==> src/rtl/ps2_rx_if.sv <==
// ps2_rx_if: PS/2 pad inputs and decoded byte/strobe outputs (master = pad/host side, slave = ps2_rx)
interface ps2_rx_if;
  logic kbclk;
  logic in;
  logic [7:0] data;
  logic valid;
  logic parity_err;
  logic frame_err;
  logic busy;
  modport master(output kbclk, in, input data, valid, parity_err, frame_err, busy);
  modport slave(input kbclk, in, output data, valid, parity_err, frame_err, busy);
endinterface

==> src/rtl/ps2_rx.sv <==
// ps2_rx: PS/2 frame receiver; ports clk, rst (sync, active-high), bus (kbclk/in from pad; data, valid, parity_err, frame_err, busy out)
module ps2_rx #(
  parameter int FILTER_LEN = 8,
  parameter int TIMEOUT = 50000
) (
  input logic clk,
  input logic rst,
  ps2_rx_if.slave bus
);
  localparam int FW = $clog2(FILTER_LEN + 1);
  localparam int TW = $clog2(TIMEOUT + 1);
  typedef enum logic [1:0] {IDLE, DATA, PARITY, STOP} state_t;
  state_t state;
  logic [1:0] ks, is;
  logic fclk;
  logic [FW-1:0] fcnt;
  logic [TW-1:0] tcnt;
  logic [2:0] bcnt;
  logic [7:0] sh, data_r;
  logic par, valid_r, perr_r, ferr_r;
  logic differ, toggle, fall, tmo, in_s;
  always_comb begin
    in_s = is[1];
    differ = ks[1] != fclk;
    toggle = differ && fcnt == FW'(FILTER_LEN - 1);
    fall = toggle && fclk;
    tmo = state != IDLE && tcnt == TW'(TIMEOUT - 1);
  end
  always_ff @(posedge clk) begin
    if (rst) begin
      ks <= 2'b11;
      is <= 2'b11;
      fclk <= 1'b1;
      fcnt <= '0;
      tcnt <= '0;
      state <= IDLE;
      bcnt <= '0;
      sh <= '0;
      par <= 1'b0;
      data_r <= '0;
      valid_r <= 1'b0;
      perr_r <= 1'b0;
      ferr_r <= 1'b0;
    end else begin
      ks <= {ks[0], bus.kbclk};
      is <= {is[0], bus.in};
      fcnt <= (toggle || !differ) ? '0 : fcnt + 1'b1;
      if (toggle) fclk <= ~fclk;
      valid_r <= 1'b0;
      perr_r <= 1'b0;
      ferr_r <= 1'b0;
      tcnt <= (fall || state == IDLE) ? '0 : (&tcnt ? tcnt : tcnt + 1'b1);
      if (fall) begin
        case (state)
          IDLE: if (!in_s) begin
            state <= DATA;
            bcnt <= '0;
          end
          DATA: begin
            sh <= {in_s, sh[7:1]};
            bcnt <= bcnt + 1'b1;
            if (bcnt == 3'd7) state <= PARITY;
          end
          PARITY: begin
            par <= in_s;
            state <= STOP;
          end
          STOP: begin
            state <= IDLE;
            // stop-bit error outranks parity; odd parity over data+parity is good
            if (!in_s) ferr_r <= 1'b1;
            else if (!(^{sh, par})) perr_r <= 1'b1;
            else begin
              data_r <= sh;
              valid_r <= 1'b1;
            end
          end
          default: state <= IDLE;
        endcase
      end else if (tmo) begin
        ferr_r <= 1'b1;
        state <= IDLE;
        sh <= '0;
        bcnt <= '0;
      end
    end
  end
  assign bus.data = data_r;
  assign bus.valid = valid_r;
  assign bus.parity_err = perr_r;
  assign bus.frame_err = ferr_r;
  assign bus.busy = state != IDLE;
endmodule

==> src/flat_wrapper.sv <==
// flat-port wrapper written by rule: the top's interface ports become plain ports
module ps2_rx_flat 
#(
  parameter int FILTER_LEN = 8,
  parameter int TIMEOUT = 50000
)
  (clk, rst, bus_kbclk, bus_in, bus_data, bus_valid, bus_parity_err, bus_frame_err, bus_busy);
  ps2_rx_if bus_i ();
  input logic clk;
  input logic rst;
  input wire logic [$bits(bus_i.kbclk)-1:0] bus_kbclk;
  input wire logic [$bits(bus_i.in)-1:0] bus_in;
  output wire logic [$bits(bus_i.data)-1:0] bus_data;
  output wire logic [$bits(bus_i.valid)-1:0] bus_valid;
  output wire logic [$bits(bus_i.parity_err)-1:0] bus_parity_err;
  output wire logic [$bits(bus_i.frame_err)-1:0] bus_frame_err;
  output wire logic [$bits(bus_i.busy)-1:0] bus_busy;
  assign bus_i.kbclk = bus_kbclk;
  assign bus_i.in = bus_in;
  assign bus_data = bus_i.data;
  assign bus_valid = bus_i.valid;
  assign bus_parity_err = bus_i.parity_err;
  assign bus_frame_err = bus_i.frame_err;
  assign bus_busy = bus_i.busy;
  ps2_rx #(.FILTER_LEN(FILTER_LEN), .TIMEOUT(TIMEOUT)) u_core (.clk(clk), .rst(rst), .bus(bus_i));
endmodule
==> config.mk <==
export PLATFORM = sky130hd
export DESIGN_NAME = ps2_rx_flat
export DESIGN_NICKNAME = d
export VERILOG_FILES = /design/src/rtl/ps2_rx_if.sv /design/src/rtl/ps2_rx.sv /design/src/flat_wrapper.sv
export SDC_FILE = /design/constraint.sdc
export NUM_CORES = 1
export LEC_CHECK = 0
export ABC_AREA = 1
export BUFFER_PORTS_ARGS = -buffer_cell sky130_fd_sc_hd__clkbuf_2
export CORE_MARGIN = 2
export CORE_UTILIZATION = 55
export DETAILED_ROUTE_END_ITERATION = 10
export HOLD_SLACK_MARGIN = 0.15
export MAX_ROUTING_LAYER = met4
export PLACE_DENSITY = 0.85
export SYNTH_ARGS = -nofsm -noshare
export SYNTH_HDL_FRONTEND = slang
export SYNTH_SLANG_ARGS = --single-unit
export TNS_END_PERCENT = 5
==> constraint.sdc <==
create_clock -name clk -period 4.79 [get_ports clk]
set_clock_uncertainty 0.1 [all_clocks]
set_input_delay 0.2395 -clock clk [delete_from_list [all_inputs] [get_ports clk]]
set_output_delay 0.2395 -clock clk [all_outputs]
set_load 0.05 [all_outputs]
==> run metrics <==
status=completed; grt met2 use=0.317; Worst slew margin=0.722; ys async rst share=0; Hold Path End=u_core.state[0]; Sum Neg Setup Slack=0 ns; 1st-iter DRT viols=between 150 and 200; Worst Tran Pin Value=0.417 ns; Final Hold Viols=0; Worst Path Arrival=2.03 ns; TritonCTS clock tree=built; Detailed Route WL=4950 µm; Tcrit/Tclk final=0.393; r2r startpoint=u_core.tcnt[0]; Reg clk slew, reported paths=0.09 ns; area delta synth->final=8.03%; M1 GR Usage=0.276; RSZ-0062 raised after global routing=false; post-cts resize count=0; Sink Count=50; routability cong.=0.877; Psw=0.136 mW; Pwr Density=between 200 and 250 mW/mm²; Worst Slack Setup Final=just under 3 ns; CTS H-tree lvls=2; Syn Area/Cell=6.97 µm²; Internal Pwr Total=0.538 mW; r2r worst-path depth=11; fin cells=444; CP max FO=8; Most Crowded Layer GR=met2; top-count cell post-synth=nand2_1; Synth cell types=35; Mapped Cells=373; Final Setup Violations=0; ANT nets after route=0; yosys warns=0; initial antenna violation count=0; # DRC=0; DR WL/cell=approximately 11 µm; Top FF cell, synth=dfxtp_1; Commonest cells post-synth=nand2_1 (93), dfxtp_1 (50), nor2_1 (41); layout filler cell count=between 400 and 500; dpl cells=434; max-slew violations=0; initial core utilization=0.562; Setup crit start=u_core.tcnt[0]; f_max=approximately 0.53 GHz; Num CTS Buffers=5; routing usage on met3=0.0387; minimum clock period=1.88 ns; Combinational Power Share=0.016; share of the synthesized area in the top cell type=0.385; num rows=25; Avg Vias per Cell=5.27; remaining global-route overflow=0; switching share of power=0.202; HPWL after DPL=3710 µm; Post-CTS Setup Bufs=0; DIE WIDTH=72.8 µm; largest net degree at the start of global routing=19; Die Y=72.8 µm; Synth area leader=dfxtp_1; routed vias=around 2300; router iterations before antenna repair=4; cell area after synthesis=between 0.002 and 0.003 mm²; LEAKAGE=1.22 nW; Peak VDD IR=between 0.00015 and 0.0002 V; Setup crit end kind=register; die area=~0.0053 mm²; clock tree buffer depth=2; vias in the first global route=1984; min-delay src=rst; Worst-Skew Late Latency=0.30 ns; CTS root buf=clkbuf_8; core region area=roughly 0.0046 mm²; port bufs=15; CP required=4.94 ns; synthesized flop and latch total=50; Hold Crit Depth=2; Hold/Removal Path Class=input port to register; sequential element share of the synthesized area=0.385; Flop pwr share=0.620; r2r endpoint=u_core.tcnt[11]; Total GRT Usage=0.208; ranking of synthesized cells by area=dfxtp_1 (38%), nand2_1 (13%), nand3_1 (6.7%); nets=between 400 and 500; n_diodes=0; first-pass GRT wire length=around 8600 µm; Post-synth EDFFs=0; R2R Setup Slk=between 2 and 3 ns; clock share of power=0.363; syn_nets=385; max_cap viols=0; IO Pins=16; Crit Path Class=register to register; share of layout cells above drive strength 1=0.136; pre-CTS setup slack=2.92 ns; CP startpoint kind=register; Final Util=0.607
cells in the final DEF, fill, tap and decap left out, types with 3 or more instances in the layout:
cell type,count
a21oi_1,28
a31oi_1,3
clkbuf_2,15
clkbuf_8,6
dfxtp_1,50
ha_1,8
inv_1,33
inv_2,12
nand2_1,93
nand2_2,3
nand3_1,35
nand4_1,5
nor2_1,41
nor2_4,4
nor3_1,8
o21ai_0,6
o21ai_1,8
or2_2,4
xnor2_1,3
xor2_1,5
cell type report:
class | instances | area (µm²) | area share
repair buffers | 17 | 95.1 | 0.0338
well taps | 54 | 67.6 | 0.0240
inverters | 46 | 174 | 0.0619
clock buffers | 7 | 86.3 | 0.0307
flip-flops and latches | 50 | 1000 | 0.356
multi-input cells | 269 | 1380 | 0.492
clock inverters | 1 | 5.00 | 0.00178
kinds of logic after synthesis:
family	Yosys count	synth area share
flip-flops	50	0.385
adder cells (fa/ha/maj)	8	0.0385
XOR/XNOR	8	0.0269
buffers and inverters	54	0.0842
AO/OA/AOI/OAI	47	0.0943
AND/OR/NAND/NOR	206	0.371
what timing repair did:
action                                  4_1_cts  5_1_grt
hold buffers                                  2        0
endpoints found under the setup margin        0        0
hold endpoints to repair                      2        0
power groups by stage:
stage                     sequential [mW]  clock [mW]  combinational (mW)
after floorplan                     0.428           0             0.00751
after global placement              0.428           0             0.00967
after detailed placement            0.428           0             0.00973
after CTS                           0.418       0.253              0.0111
after global routing                0.418       0.271              0.0124
final                               0.418       0.245              0.0111
per-layer routing:
layer,share of wire,routed length (µm)
met1,0.48,2360
met2,0.46,2280
met3,0.050,247
met4,0.015,72
met5,0,0
worst max-delay path: stages, from the launching register on:
cell	delay, ns
dfxtp_1	0.40
ha_1	0.22
nand3_1	0.19
inv_2	0.17
nand2_4	0.10
nor2_8	0.12
nand3_4	0.13
clkinv_2	0.14
nor2_1	0.05
nand2_1	0.05
nand3_1	0.08
inv_1	0.05
through the flow:
stage	power [mW]	hold WS (ns)	instance area, µm²
floorplan	0.435	0.243	2600
global placement	0.437	0.292	2700
detailed placement	0.438	0.302	2700
CTS	0.682	0.220	2810
global route	0.702	0.257	2810
finish	0.674	0.239	2810
worst max-delay path by stage:
| stage | end | slack, ns | cells after the start |
|---|---|---|---|
| after floorplan | u_core.tcnt[12] | 3.02 | 7 |
| after global placement | u_core.bcnt[0] | 3.01 | 10 |
| after detailed placement | u_core.bcnt[0] | 2.92 | 10 |
| after CTS | u_core.bcnt[0] | 2.92 | 10 |
| after global routing | u_core.sh[2] | 2.72 | 8 |
| final | u_core.tcnt[11] | 2.91 | 11 |
flip-flops by register name, summed over array words and instances (netlist names):
signal and flops:
u_core.par 1, u_core.bus.parity_err 1, u_core.ks 2, u_core.is 2, u_core.bus.valid 1, u_core.sh 8
u_core.bcnt 3, u_core.state 2, u_core.fclk 1, u_core.bus.frame_err 1, u_core.tcnt 16, u_core.bus.data 8
u_core.fcnt 4
Note: power is estimated with default switching activity, not from simulation.
